===== src/rtl/and_gate.sv =====
// Parameterised bitwise AND cell: combinational output plus a valid-qualified
// registered copy with reduction flags and a saturating all-ones match counter.
module and_gate #(
  parameter int unsigned WIDTH = 1,
  parameter int unsigned CNT_W = 16
) (
  input  logic             clk,
  input  logic             rst_n,
  input  logic [WIDTH-1:0] a,
  input  logic [WIDTH-1:0] b,
  input  logic             in_valid,
  input  logic             clr_cnt,
  output logic [WIDTH-1:0] y,
  output logic [WIDTH-1:0] y_q,
  output logic             out_valid,
  output logic             all_ones,
  output logic             any_one,
  output logic [CNT_W-1:0] match_cnt
);

  logic [WIDTH-1:0] prod;
  logic             prod_all;

  always_comb begin
    prod     = a & b;
    prod_all = &prod;
    y        = prod;
  end

  always_ff @(posedge clk or negedge rst_n) begin
    if (!rst_n) begin
      y_q       <= '0;
      out_valid <= 1'b0;
      all_ones  <= 1'b0;
      any_one   <= 1'b0;
    end else begin
      out_valid <= in_valid;
      if (in_valid) begin
        y_q      <= prod;
        all_ones <= prod_all;
        any_one  <= |prod;
      end
    end
  end

  // Clear wins over a same-edge increment; counter sticks at its maximum.
  always_ff @(posedge clk or negedge rst_n) begin
    if (!rst_n) begin
      match_cnt <= '0;
    end else if (clr_cnt) begin
      match_cnt <= '0;
    end else if (in_valid && prod_all && (match_cnt != '1)) begin
      match_cnt <= match_cnt + 1'b1;
    end
  end

endmodule


===== config.mk =====
export PLATFORM = sky130hd
export DESIGN_NAME = and_gate
export DESIGN_NICKNAME = d
export VERILOG_FILES = /design/src/rtl/and_gate.sv
export SDC_FILE = /design/constraint.sdc
export NUM_CORES = 1
export LEC_CHECK = 0
export BUFFER_PORTS_ARGS = -buffer_cell sky130_fd_sc_hd__buf_2
export CAP_MARGIN = 20
export CORE_AREA = 2 2 48 50
export CTS_CLUSTER_DIAMETER = 120
export DETAILED_ROUTE_END_ITERATION = 8
export DIE_AREA = 0 0 50 52
export HOLD_SLACK_MARGIN = 0.15
export PLACE_DENSITY = 0.74
export RECOVER_POWER = 25
export SLEW_MARGIN = 10
export SYNTH_ARGS = -nofsm -noshare
export SYNTH_HDL_FRONTEND = slang
export SYNTH_SLANG_ARGS = --single-unit

===== constraint.sdc =====
create_clock -name clk -period 1.9 [get_ports clk]
set_input_delay 0 -clock clk [delete_from_list [all_inputs] [get_ports clk]]
set_output_delay 0 -clock clk [all_outputs]
set_load 0.03 [all_outputs]

Word-level counts from Yosys, hierarchy flattened
Index checks and enable logic that the tools add are counted.
{"block": "op_classes", "n_bitwise": 1, "div_mod_pow": 0, "magnitude_cmp": 0, "n_reduce_logical": 3, "n_shift": 0, "multipliers": 0, "addsub": 1, "n_eq_ne": 1, "muxes": 2}
{"op": "16-bit two-way mux", "count": 2}
{"op": "16-bit by 1-bit adder with 16-bit output (second input constant)", "count": 1}
{"op": "16-bit inequality test (second input constant)", "count": 1}
{"op": "1-bit logical AND", "count": 2}
{"op": "2-bit nonzero test", "count": 1}
{"op": "1-bit AND", "count": 1}
{"block": "totals", "latch_bits": 0, "wordCells": 11, "ram_bits": 0, "mem_count": 0, "in_bits": 6, "mem_bits_ro": 0, "regBits": 18}

Depth between registers and ports, before layout
Gate-level depths: netlist of run 1.
{"block": "logic_depth", "depth_word": 5, "ltp_mapped": 6, "depth_no_buf": 5}

Least setup slack after synthesis of run 1
Ideal clock, no wire load.
{"block": "synth_path", "path_type": "register -> register", "start": "register match_cnt[0]", "end": "register match_cnt[1]", "path_slack_ps": -7, "n_path_buf": 1, "synth_period_minus_slack_ps": 1907, "required_time_ps": 1767, "setup_ps": 133, "t_arrival_ps": 1774, "path_stages_with_launch": 7, "path_cell_list": "dfrtp_1 > ha_1 > nand4_1 > o41ai_4 > buf_6 > mux2i_1 > nor2_1"}
{"block": "synth_via", "elab_chain_cells": 3}
{"item": "from (decl)", "line": "18", "text": "output logic [CNT_W-1:0] match_cnt"}
{"item": "from (signal assigned)", "line": "53", "text": "match_cnt <= match_cnt + 1'b1;"}
{"item": "16-bit by 1-bit adder with 16-bit output or 16-bit inequality test (tied branches)", "line": "53, 52"}
{"item": "16-bit two-way mux or 1-bit logical AND (tied branches)", "line": "52", "text": "end else if (in_valid && prod_all && (match_cnt != '1)) begin"}
{"item": "16-bit two-way mux or 2-bit nonzero test (tied branches)"}
Parallel ways exist; a longest one is shown, timed or not. The select of a mux whose other input is x is not followed.
A chain may end at the register's enable or synchronous reset.

Worst setup path in the final report of run 1
{"block": "layout_path", "start": "register match_cnt[0]", "end": "register match_cnt[9]"}
Same word-level chain as after synthesis.

==> impl_summary.md, run 1 <==
Status
The flow ran to the end, and the final reports show no timing, DRC or antenna violations.

Routing
The initial DRC count is 15. The routed wire length on met3 is 98 um. The highest layer touched by signal routing is met4. After detailed routing, the number of remaining DRC violations is 0. The total routed wirelength is 2110 um. In the final routed layout, each cell accounts on average for 13.3 um. Once detail routing completed, the nets flagged for antenna violations numbered 0.

The routed via count is 897. Wire segments on met2 add up to 1040 um in the final route. The detailed-routing iteration count for the pre-antenna-repair pass is 4. The mean number of vias per cell is 5.68. The total routed wire length on the met1 layer is 941 um.

Worst hold path
The critical hold path startpoint is b. The path class of the lowest-slack min-delay path is primary input to flop.

Setup path
STA classifies the critical path endpoint as a flop. STA classifies the critical path startpoint as a flop. The most critical setup path has its endpoint at match_cnt[9].

The worst setup path is of the flop to flop kind. The worst register-to-register path has a depth of 6. The critical path's slowest cell is or4_1. In this run the worst path has a maximum fanout of 9. The instance count on the critical path is 6. On the worst path, the slowest cell contributes a delay of 0.51 ns. At the worst endpoint, the required time is 2.13 ns. The startpoint of the worst register-to-register path is match_cnt[0]. STA puts the critical path data arrival time at 2.02 ns. The critical path starts at match_cnt[0]. The critical path goes through ha_1 > nand4_1 > o41ai_4 > buf_4 > or4_1 > a21oi_1. The setup check on the worst reg-to-reg path leaves a slack of 0.11 ns. The endpoint identified for the worst register-to-register timing path is match_cnt[9].

Counting both buffers and inverters, the worst setup path holds a total of 1. In this design, the largest share of critical-path delay is due to simple AND/OR/NAND/NOR gates.

Logic synthesis
During synthesis, Yosys emitted a total of 0 warnings. The most frequently used flop master after synthesis is dfrtp_1. Ranked by total cell area, the synthesized netlist is headed by dfrtp_1, a21oi_1, or3_2, o21ai_1, o41ai_4.

The total of flip-flops plus latches after synthesis is 18. The net count after synthesis is 106. The portion of the post-synthesis area used by sequential elements is 0.458.

The post-synthesis cell type count is 31. Synthesis handed over a netlist of 99 instances. By count the netlist is led by dfrtp_1, a21oi_1, nand2_1. The per-instance average area after synthesis is 9.93 sq um. The share of synthesized flip-flops with an asynchronous set or reset is 1.00. Among all cell types in the netlist, the one instantiated most often is dfrtp_1.

Of all cell types, the one taking the most synthesized area is dfrtp_1. Summing every instance area after synthesis gives 983 sq um. In this run, synthesis inferred 0 flip-flops with an integrated enable. Of the post-synthesis cell area, the dominant cell type holds 0.458.

Place
Port buffering added 26 buffers. The congestion estimate from routability-driven global placement came to 0.812. The detailed placement HPWL is 1540 um.

Once placement completed, the tool counted placed cells totaling 149. Once placement finished, the instance area stood at 1120 sq um.

GRT
The first global-routing pass estimated 3550 um of wire. The via count of the first global-routing pass is 824. The number of antenna violations at the first check in global routing is 0. In the global route stage, overall resource usage came out at 0.180. The aggregate global routing overflow is 0. Entering global routing, the biggest net connects 19 pins.

Cells and area
The count of non-filler cells in the finished layout is 158. The final cell area excluding filler cells is 1200 sq um. Summing all multi-input logic gate instances after layout gives 492 sq um.

The number of fillers in the final layout is 186. The final layout contains 138 nets. In the final layout, the share of cells above drive strength 1 is 0.323. The count of inserted antenna diode cells is 0.

The area growth from synthesis to layout is 22.1%. The combined flip-flop and latch cell area is 452 sq um.

Clocking
The TritonCTS clock tree is built. Clock-pin slew was measured on the worst setup and hold paths at 0.11 ns. The CTS root buffer is clkbuf_4. The number of clock buffers inserted by TritonCTS is 3.

In this run the deepest clock path goes through 2 buffers. The number of levels in the clock H-tree is 1. For the worst-skew pair, the clock arrives at the later sink with an insertion delay of 0.29 ns. For this design, the sink count on the clock tree is 18.

Floorplanning
The die covers 2600 sq um. The die is 50 um wide. For this configuration, the core starts out at a cell density of 0.467.

The number of I/O pins is 27. The total number of placement rows is 17. The chip height is 52 um.

The core region is 2110 sq um.

STA
The maximum clock frequency is 0.558 GHz. The final hold violation count was 0. In the finished design, the share of the clock period the worst path needs comes to 0.943.

The transition at the pin with the smallest max-transition slack is 0.975 ns. The maximum clock skew at final layout is 0.00828 ns. Setup repair after global routing left no endpoint under its margin. Setup violations remaining at the end of the flow were counted as 0. Adding up every negative setup slack in the final design gives 0 ns.

The number of pins exceeding their max-slew limit in the final report is 0. The worst-case headroom to the max-slew limit is 0.350. The clock period minus final worst setup slack is 1.79 ns. The minimum hold slack is 0.216 ns.

Power
The worst-case IR drop observed on VDD is 343 uV. The total leakage power is 0.554 nW. For this design the ratio of total power to cell area is 578 nW/um^2.

Run
Max-cap violations in this run came to 0.
## cell usage in the layout, fill, tap and decap left out, types with 3 or more instances in the layout
| master | synthesis | final |
|---|---|---|
| or3_1 | 4 | 4 |
| nor2_1 | 3 | 3 |
| nand3_1 | 4 | 4 |
| o31ai_1 | 3 | 3 |
| buf_4 | 2 | 3 |
| nand4_1 | 4 | 4 |
| nand2_1 | 7 | 7 |
| o21ai_1 | 6 | 6 |
| or3_2 | 5 | 5 |
| and3_1 | 3 | 3 |
| dlygate4sd3_1 | 0 | 3 |
| clkbuf_4 | 0 | 3 |
| or4_1 | 3 | 3 |
| a21oi_2 | 3 | 3 |
| dfrtp_1 | 18 | 17 |
| clkbuf_1 | 1 | 3 |
| a21oi_1 | 9 | 9 |
| buf_2 | 0 | 23 |
| o21ai_0 | 4 | 4 |
## per-stage QoR
step                setup WS [ns]  utilization  power [mW]
global placement            0.125        0.534       0.457
global route              0.00220        0.570       0.723
detailed placement         0.0622        0.534       0.458
floorplan                 0.00412            -       0.439
finish                      0.108        0.570       0.694
CTS                        0.0417        0.565       0.700
## logic make-up (layout without fill, tap and decap cells)
| kind of cell | after synthesis | after routing | synth area share |
|---|---|---|---|
| AOI/OAI and AO/OA | 30 | 30 | 0.207 |
| and+or+nand+nor | 40 | 40 | 0.252 |
| xor gates and xnor gates | 2 | 2 | 0.0178 |
| DFF | 18 | 18 | 0.458 |
| buffers and inverters | 7 | 38 | 0.0420 |
| muxes | 1 | 1 | 0.0102 |
| adders and majority gates | 1 | 1 | 0.0127 |
## timing repair
item,4_1_cts,5_1_grt
resized for setup,0,0
setup endpoints to repair,0,2
setup buffers,0,3
hold buffers,3,0
hold endpoints to repair,35,0
## worst min-delay path by stage
stage | to | slack [ns] | cells past startpoint
after floorplan | any_one | -0.30 | 0
after global placement | match_cnt[13] | -0.05 | 1
after detailed placement | match_cnt[14] | -0.04 | 1
after CTS | match_cnt[12] | 0.16 | 2
after global routing | any_one | 0.25 | 3
final | any_one | 0.22 | 3
## report_power, final
part / switching (mW) / total (mW) / internal, mW / leakage [nW]
sequential: 0.00297 / 0.390 / 0.387 / 0.246
combinational: 0.0446 / 0.0658 / 0.0212 / 0.287
clock: 0.121 / 0.238 / 0.117 / 0.0210
## layer usage
metal  track usage  vias up
li1              -      440
met1         0.210      428
met2         0.311       25
met3        0.0316        4
met4         0.102        0
met5             0        -
## final cells by class
type                       count  share of cell area
sequential                    18               0.376
inverter                       2             0.00625
timing repair buffer          32               0.149
clock buffer                   4              0.0302
tap                           28              0.0292
multi-input combinational     74               0.409
## flip-flops by register name, summed over array words and instances (netlist names)
signal	flops
match_cnt	16
any_one	1
out_valid	1
## worst min-delay path, cell delays in order
cell and delay (ns):
buf_2 0.08, and3_1 0.28, a21o_1 0.12
Power figures use the tool's default switching activity.
==> run 2: changes to the inputs <==
Settings changed: ABC_AREA set to 1, CORE_AREA 2 2 48 50 to 2 2 49 51, DIE_AREA 0 0 50 52 to 0 0 51 53, PLACE_DENSITY 0.74 to 0.77.
==> impl_summary.md, run 2 <==
Cells and area
The count of non-filler cells in the finished layout is 210 (was 158). The leading cell type in the layout, fill and taps excluded is nand2_1 (was buf_2). The layout overhead on the synthesized area is 20.0% (was 22.1%).

The fraction of final layout cells with drive strength greater than 1 is 0.198 (was 0.323). The largest register by flop count is match_cnt (unchanged). The flip-flop count of the largest register, all copies and words added was 16 (unchanged). The final cell area excluding filler cells is 1320 sq um (was 1200 sq um). Registers with the most flip-flops: match_cnt (16), any_one (1), out_valid (1) (unchanged). The number of nets in the finished design was 191 (was 138). Leading cell types in the layout, fill and taps excluded: nand2_1, buf_2, dfrtp_1 (was buf_2, dfrtp_1, a21oi_1).

The count of inserted antenna diode cells is 0 (unchanged).

STA
The final setup violation count is 0 (unchanged). The number of pins exceeding their max-slew limit in the final report is 0 (unchanged). The transition at the pin with the smallest max-transition slack is 0.958 ns (was 0.975 ns). The minimum hold slack is 0.375 ns (was 0.216 ns). Unrepaired setup endpoints after global routing: false (unchanged).

The maximum clock skew at final layout was 0.00290 ns (was 0.00828 ns). The post-route clock period utilization is 0.907 (was 0.943). The maximum clock frequency was 0.581 GHz (was 0.558 GHz). The worst-case headroom to the max-slew limit is 0.361 (was 0.350).

The clock period minus final worst setup slack came to 1.72 ns (was 1.79 ns). The final sum of negative setup slack came to 0 ns (unchanged). The final hold violation count is 0 (unchanged).

Logic synthesis
The largest area contributor in the netlist was dfrtp_1 (unchanged). The number of cells produced by synthesis was 152 (was 99). The area share of the largest cell type after synthesis is 0.410 (was 0.458). The post-synth design cell area is 1100 sq um (was 983 sq um). The share of synthesized flip-flops with an asynchronous set or reset came to 1.00 (unchanged). Most instantiated cells after synthesis: nand2_1, dfrtp_1, nor2_1 (was dfrtp_1, a21oi_1, nand2_1). The Yosys warning count is 0 (unchanged).

The count of flip-flops with a built-in enable after synthesis is 0 (unchanged). The portion of the post-synthesis area used by sequential elements is 0.410 (was 0.458). Leading cell types by total area after synthesis: dfrtp_1, nand2_1, nor2_1, nand4_1, nand3_1 (was dfrtp_1, a21oi_1, or3_2, o21ai_1, o41ai_4). The most frequently used flop master after synthesis is dfrtp_1 (unchanged).

The net count after synthesis is 159 (was 106). The per-instance average area after synthesis came to 7.23 sq um (was 9.93 sq um). The total of flip-flops plus latches after synthesis is 18 (unchanged). The most numerous cell in the Yosys netlist is nand2_1 (was dfrtp_1). The post-synthesis cell type count came to 23 (was 31).

Worst hold path
The endpoint of the worst hold path is y (was any_one). The worst hold path stage count is 4 (was 3). The path class of the lowest-slack min-delay path is primary input to output pin (was primary input to flop). The critical hold path startpoint was a (was b).

Routing
The number of nets with antenna violations after detailed routing is 0 (unchanged). The total routed wirelength is 2540 um (was 2110 um). The mean routed wirelength per cell was 12.1 um (was 13.3 um). The detailed-routing iteration count for the pre-antenna-repair pass was 4 (unchanged).

The routed via count is 1,110 (was 897). The mean number of vias per cell is 5.29 (was 5.68). The initial DRC count is 24 (was 15). The number of DRC violations after detailed routing is 0 (unchanged).

Clocking
The number of clock buffers inserted by TritonCTS is 3 (unchanged). The TritonCTS clock tree is built (unchanged). The number of sinks on the clock net came to 18 (unchanged).

The number of buffers on the longest clock path came to 2 (unchanged). The CTS root buffer is clkbuf_4 (unchanged). The clock-pin slew on the worst setup and hold paths came to 0.09 ns (was 0.11 ns). The clock insertion delay at the later pin of the skew report is 0.29 ns (about the same). The number of levels in the clock H-tree is 1 (unchanged).

Floorplanning
The total number of placement rows was 17 (unchanged). The chip height was 53 um (was 52 um). The number of I/O pins is 27 (unchanged). The x dimension of the die is 51 um (was 50 um). The starting density of the core was 0.511 (was 0.467).

The area enclosed by the die boundary is 2700 sq um (was 2600 sq um). The core region area is 2150 sq um (was 2110 sq um).

Place
The global placer's final weighted congestion came to 0.846 (was 0.812). The cell total after placement is 201 (was 149). The number of port buffers is 26 (unchanged).

The standard cell area after detailed placement was 1230 sq um (was 1120 sq um). The detailed placement HPWL was 1800 um (was 1540 um).

Setup path
The logic depth of the worst register-to-register path is 9 (was 6). The startpoint kind of the worst setup timing path was a primary input (was flop). The startpoint of the worst register-to-register path is match_cnt[1] (was match_cnt[0]). The arrival time at the worst endpoint is 1.93 ns (was 2.02 ns). The flop-to-flop setup slack was 0.24 ns (was 0.11 ns). The worst setup path category was primary input to flop (was flop to flop). The maximum fanout encountered on the critical timing path is 13 (was 9). The data required time at the worst endpoint came to 2.10 ns (was 2.13 ns).

The type of destination of the critical path is a flop (unchanged). The capture point of the worst reg-to-reg path is match_cnt[14] (was match_cnt[9]).

GRT
The aggregate global routing overflow came to 0 (unchanged). The number of antenna violations at the first check in global routing is 0 (unchanged). The first-pass GRT wire length is 4430 um (was 3550 um). The largest net degree at the start of global routing was 19 (unchanged).

The global-route usage over all layers is 0.218 (was 0.180). The via count of the first global-routing pass is 1,060 (was 824).

Power
The worst vdd rail ir drop was 310 uV (was 343 uV). The total leakage power came to 0.676 nW (was 0.554 nW). The combinational fraction of design power was 0.120 (was 0.095).

The power density over the cells was 496 nW/um^2 (was 578 nW/um^2). The total design power is 0.654 mW (was 0.694 mW). The internal power consumption was 0.485 mW (was 0.525 mW). The net load switching power was 0.169 mW (was 0.168 mW). The switching share of total power is 0.258 (was 0.243). The clock power share was 0.284 (was 0.342).

The proportion of power drawn by flip-flops and latches is 0.596 (was 0.563).

Status
Outcome: completed (unchanged).

Run
The reported max-cap violation count is 0 (unchanged).
-- run 2: changes by cell type after synthesis, sizes merged, moves of 7 or more --
cell	delta
or3	-9
nand3	+7
a21oi	-9
inv	+9
nand2	+51
nor2	+18
-- run 2: layout make-up --
class                      count  area, sq um
fill                         207          830
multi-input combinational    118          572
sequential                    18          450
timing repair buffer          32          198
inverter                      11         41.3
tap                           28         35.0
clock buffer                   3         22.5
-- run 2: timing repair --
action,in CTS,in global routing
hold buffers,5,0
buffers inserted,0,1
endpoints found under the setup margin,0,15
resized for setup,0,1
endpoints found under the hold margin,33,0
-- run 2: per-stage QoR --
stage                     setup slack [ns]   util
after floorplan                      0.222      -
after global placement               0.303  0.572
after detailed placement             0.231  0.572
after CTS                           0.0370  0.606
after global routing                0.0327  0.614
final                                0.177  0.614
-- run 2: power groups by stage --
stage	Clock (mW)	Sequential (mW)	Combinational, mW
5_1_grt	0.210	0.391	0.0862
3_5_place_dp	0	0.397	0.0678
6_report	0.186	0.390	0.0783
2_1_floorplan	0	0.406	0.0388
3_3_place_gp	0	0.397	0.0665
4_1_cts	0.195	0.390	0.0758
-- run 2: how the worst max path moves through the flow --
stage / start / end / slack (ns) / cells after the start
floorplan: match_cnt[1] / match_cnt[8] / 0.22 / 10
global placement: match_cnt[0] / match_cnt[2] / 0.30 / 9
detailed placement: match_cnt[1] / match_cnt[2] / 0.23 / 9
CTS: b / match_cnt[2] / 0.04 / 10
global route: match_cnt[1] / match_cnt[12] / 0.03 / 9
finish: b / match_cnt[0] / 0.18 / 10
-- run 2: per-layer routing --
| metal | part of all wire | track usage | routed length [um] |
|---|---|---|---|
| met1 | 0.45 | 0.266 | 1150 |
| met2 | 0.47 | 0.374 | 1210 |
| met3 | 0.061 | 0.0424 | 155 |
| met4 | 0.013 | 0.0901 | 33 |
| met5 | 0 | 0 | 0 |
-- run 2: critical path: stages --
cell	delay (ns)
dlygate4sd3_1	0.52
buf_2	0.09
nand2_1	0.05
dlygate4sd3_1	0.55
nor2_1	0.12
inv_1	0.11
nor2_4	0.15
buf_12	0.15
nand3_1	0.06
o21ai_0	0.10
-- run 2: cells by family after synthesis --
logic type | synth area share
buffers and inverters | 0.0695
and+or+nand+nor | 0.413
adders and majority gates | 0.0114
AOI/OAI and AO/OA | 0.0638
DFF | 0.410
xor gates and xnor gates | 0.0319
==> run 3: changes to the inputs <==
Settings changed: BUFFER_PORTS_ARGS -buffer_cell sky130_fd_sc_hd__buf_2 to -buffer_cell sky130_fd_sc_hd__clkbuf_2.
==> impl_summary.md, run 3 (synthesis gave the netlist of run 2 again) <==
STA
Unrepaired setup endpoints after global routing: false (unchanged). The worst-case headroom to the max-slew limit was 0.366 (was 0.361). The clock period minus final worst setup slack is 1.75 ns (was 1.72 ns). The number of pins exceeding their max-slew limit in the final report was 0 (unchanged). The final hold violation count is 0 (unchanged). The final sum of negative setup slack is 0 ns (unchanged). The final setup violation count came to 0 (unchanged). The minimum setup slack in the final design is 0.155 ns (was 0.177 ns). The transition at the pin with the smallest max-transition slack is 0.951 ns (was 0.958 ns).

The maximum clock frequency is 0.573 GHz (was 0.581 GHz). The minimum hold slack is 0.352 ns (was 0.375 ns). The post-route clock period utilization is 0.919 (was 0.907).

The maximum clock skew at final layout was 0.00225 ns (was 0.00290 ns).

Floorplanning
The starting density of the core is 0.511 (unchanged). The chip height is 53 um (unchanged). The total number of placement rows is 17 (unchanged).

The x dimension of the die came to 51 um (unchanged). The number of I/O pins is 27 (unchanged). The area enclosed by the die boundary is 2700 sq um (unchanged). The core region area is 2150 sq um (unchanged).

GRT
The number of antenna violations at the first check in global routing was 0 (unchanged). The aggregate global routing overflow is 0 (unchanged). The first-pass GRT wire length is 4410 um (was 4430 um). The largest net degree at the start of global routing was 19 (unchanged). The global-route usage over all layers is 0.217 (was 0.218). The via count of the first global-routing pass was 1,060 (unchanged).

Routing
The mean number of vias per cell is 5.16 (was 5.29). The routed via count was 1,105 (was 1,110). The total routed wirelength is 2630 um (was 2540 um). The number of DRC violations after detailed routing is 0 (unchanged). The detailed-routing iteration count for the pre-antenna-repair pass came to 4 (unchanged). The mean routed wirelength per cell is 12.3 um (was 12.1 um). The initial DRC count is 34 (was 24). The number of nets with antenna violations after detailed routing is 0 (unchanged).

Cells and area
The flip-flop count of the largest register, all copies and words added is 16 (unchanged). The layout overhead on the synthesized area is 22.0% (was 20.0%). The leading cell type in the layout, fill and taps excluded is nand2_1 (unchanged).

The count of inserted antenna diode cells is 0 (unchanged). The number of fillers in the final layout is 211 (was 207). Leading cell types in the layout, fill and taps excluded: nand2_1, clkbuf_2, dfrtp_1 (was nand2_1, buf_2, dfrtp_1). Registers with the most flip-flops: match_cnt (16), any_one (1), out_valid (1) (unchanged). The largest register by flop count is match_cnt (unchanged).

The number of nets in the finished design was 195 (was 191). The fraction of final layout cells with drive strength greater than 1 is 0.215 (was 0.198).

Worst hold path
The path class of the lowest-slack min-delay path is primary input to output pin (unchanged). The worst hold path stage count came to 4 (unchanged). The critical hold path startpoint is a (unchanged).

Status
Outcome: completed (unchanged).

Clocking
The TritonCTS clock tree was built (unchanged). The number of buffers on the longest clock path was 2 (unchanged). The clock-pin slew on the worst setup and hold paths came to 0.09 ns (about the same). The number of clock buffers inserted by TritonCTS is 3 (unchanged).

The number of levels in the clock H-tree is 1 (unchanged). The CTS root buffer is clkbuf_4 (unchanged). The clock insertion delay at the later pin of the skew report came to 0.29 ns (about the same). The number of sinks on the clock net was 18 (unchanged).

Power
The power density over the cells is 491 nW/um^2 (was 496 nW/um^2). The internal power consumption is 0.486 mW (was 0.485 mW). The total leakage power is 0.677 nW (was 0.676 nW). The clock power share was 0.284 (about the same). The combinational fraction of design power is 0.124 (was 0.120). The switching share of total power is 0.262 (was 0.258). The worst vdd rail ir drop is 334 uV (was 310 uV). The proportion of power drawn by flip-flops and latches is 0.593 (was 0.596). The net load switching power is 0.172 mW (was 0.169 mW).

Setup path
The startpoint kind of the worst setup timing path is a primary input (unchanged). The data required time at the worst endpoint came to 2.11 ns (was 2.10 ns). The logic depth of the worst register-to-register path is 10 (was 9). The type of destination of the critical path was a flop (unchanged). The flop-to-flop setup slack is 0.19 ns (was 0.24 ns). The worst setup path category was primary input to flop (unchanged). The timing startpoint of the critical path is b (unchanged). The arrival time at the worst endpoint is 1.95 ns (was 1.93 ns). The maximum fanout encountered on the critical timing path is 11 (was 13).

The startpoint of the worst register-to-register path is match_cnt[0] (was match_cnt[1]).

Place
The global placer's final weighted congestion is 0.853 (was 0.846). The detailed placement HPWL is 1780 um (was 1800 um). The number of port buffers is 26 (unchanged). The worst slack after detailed placement came to 0.226 ns (was 0.231 ns).

Run
The reported max-cap violation count is 0 (unchanged).
-- run 3: cell count changes in the layout (fill, tap and decap cells not counted) --
| cell | before | now |
|---|---|---|
| clkbuf_2 | 0 | 24 |
| buf_2 | 24 | 0 |
| buf_4 | 0 | 4 |
| nor2_4 | 3 | 4 |
| buf_12 | 1 | 0 |
-- run 3: metrics by stage --
stage                     power [mW]   util  instances  instance area (sq um)
after CTS                      0.663  0.606        209                   1300
after global placement         0.464  0.572        201                   1230
final                          0.658  0.624        214                   1340
after detailed placement       0.465  0.572        201                   1230
after floorplan                0.445      -        152                   1100
after global routing           0.693  0.624        214                   1340
-- run 3: power groups by stage --
stage	clock, mW	sequential [mW]	combinational (mW)
floorplan	0	0.406	0.0388
global placement	0	0.397	0.0663
detailed placement	0	0.398	0.0671
CTS	0.198	0.390	0.0752
global route	0.212	0.391	0.0894
finish	0.187	0.390	0.0815
-- run 3: repair_timing --
action	in CTS	in global routing
gates resized for setup	0	2
hold endpoints to repair	33	0
endpoints found under the setup margin	0	15
hold buffers	5	0
setup buffers	0	4
-- run 3: final cells by class --
class | instances | area, sq um | share of cell area
multi-input combinational | 119 | 583 | 0.435
sequential | 18 | 450 | 0.336
timing repair buffer | 35 | 208 | 0.155
inverter | 11 | 41.3 | 0.0308
tap | 28 | 35.0 | 0.0261
clock buffer | 3 | 22.5 | 0.0168
-- run 3: routing by layer --
metal	wire, um	GRT usage
met1	1210	0.266
met2	1230	0.368
met3	152	0.0282
met4	42	0.122
met5	0	0
-- run 3: critical path, cell delays in order --
cell and delay [ns]:
dlygate4sd3_1 0.52, clkbuf_2 0.09, nand2_1 0.05, dlygate4sd3_1 0.56, nor2_1 0.12, inv_1 0.11, nor2_4 0.13, buf_4 0.19
nand3_1 0.08, o21ai_0 0.10
-- run 3: worst paths after layout --
path | endpoint
worst min register to register | any_one
min in group asynchronous | any_one
max in group asynchronous | match_cnt[4]
worst max-delay path | match_cnt[0]
worst max register to register | match_cnt[14]
worst min-delay path | y
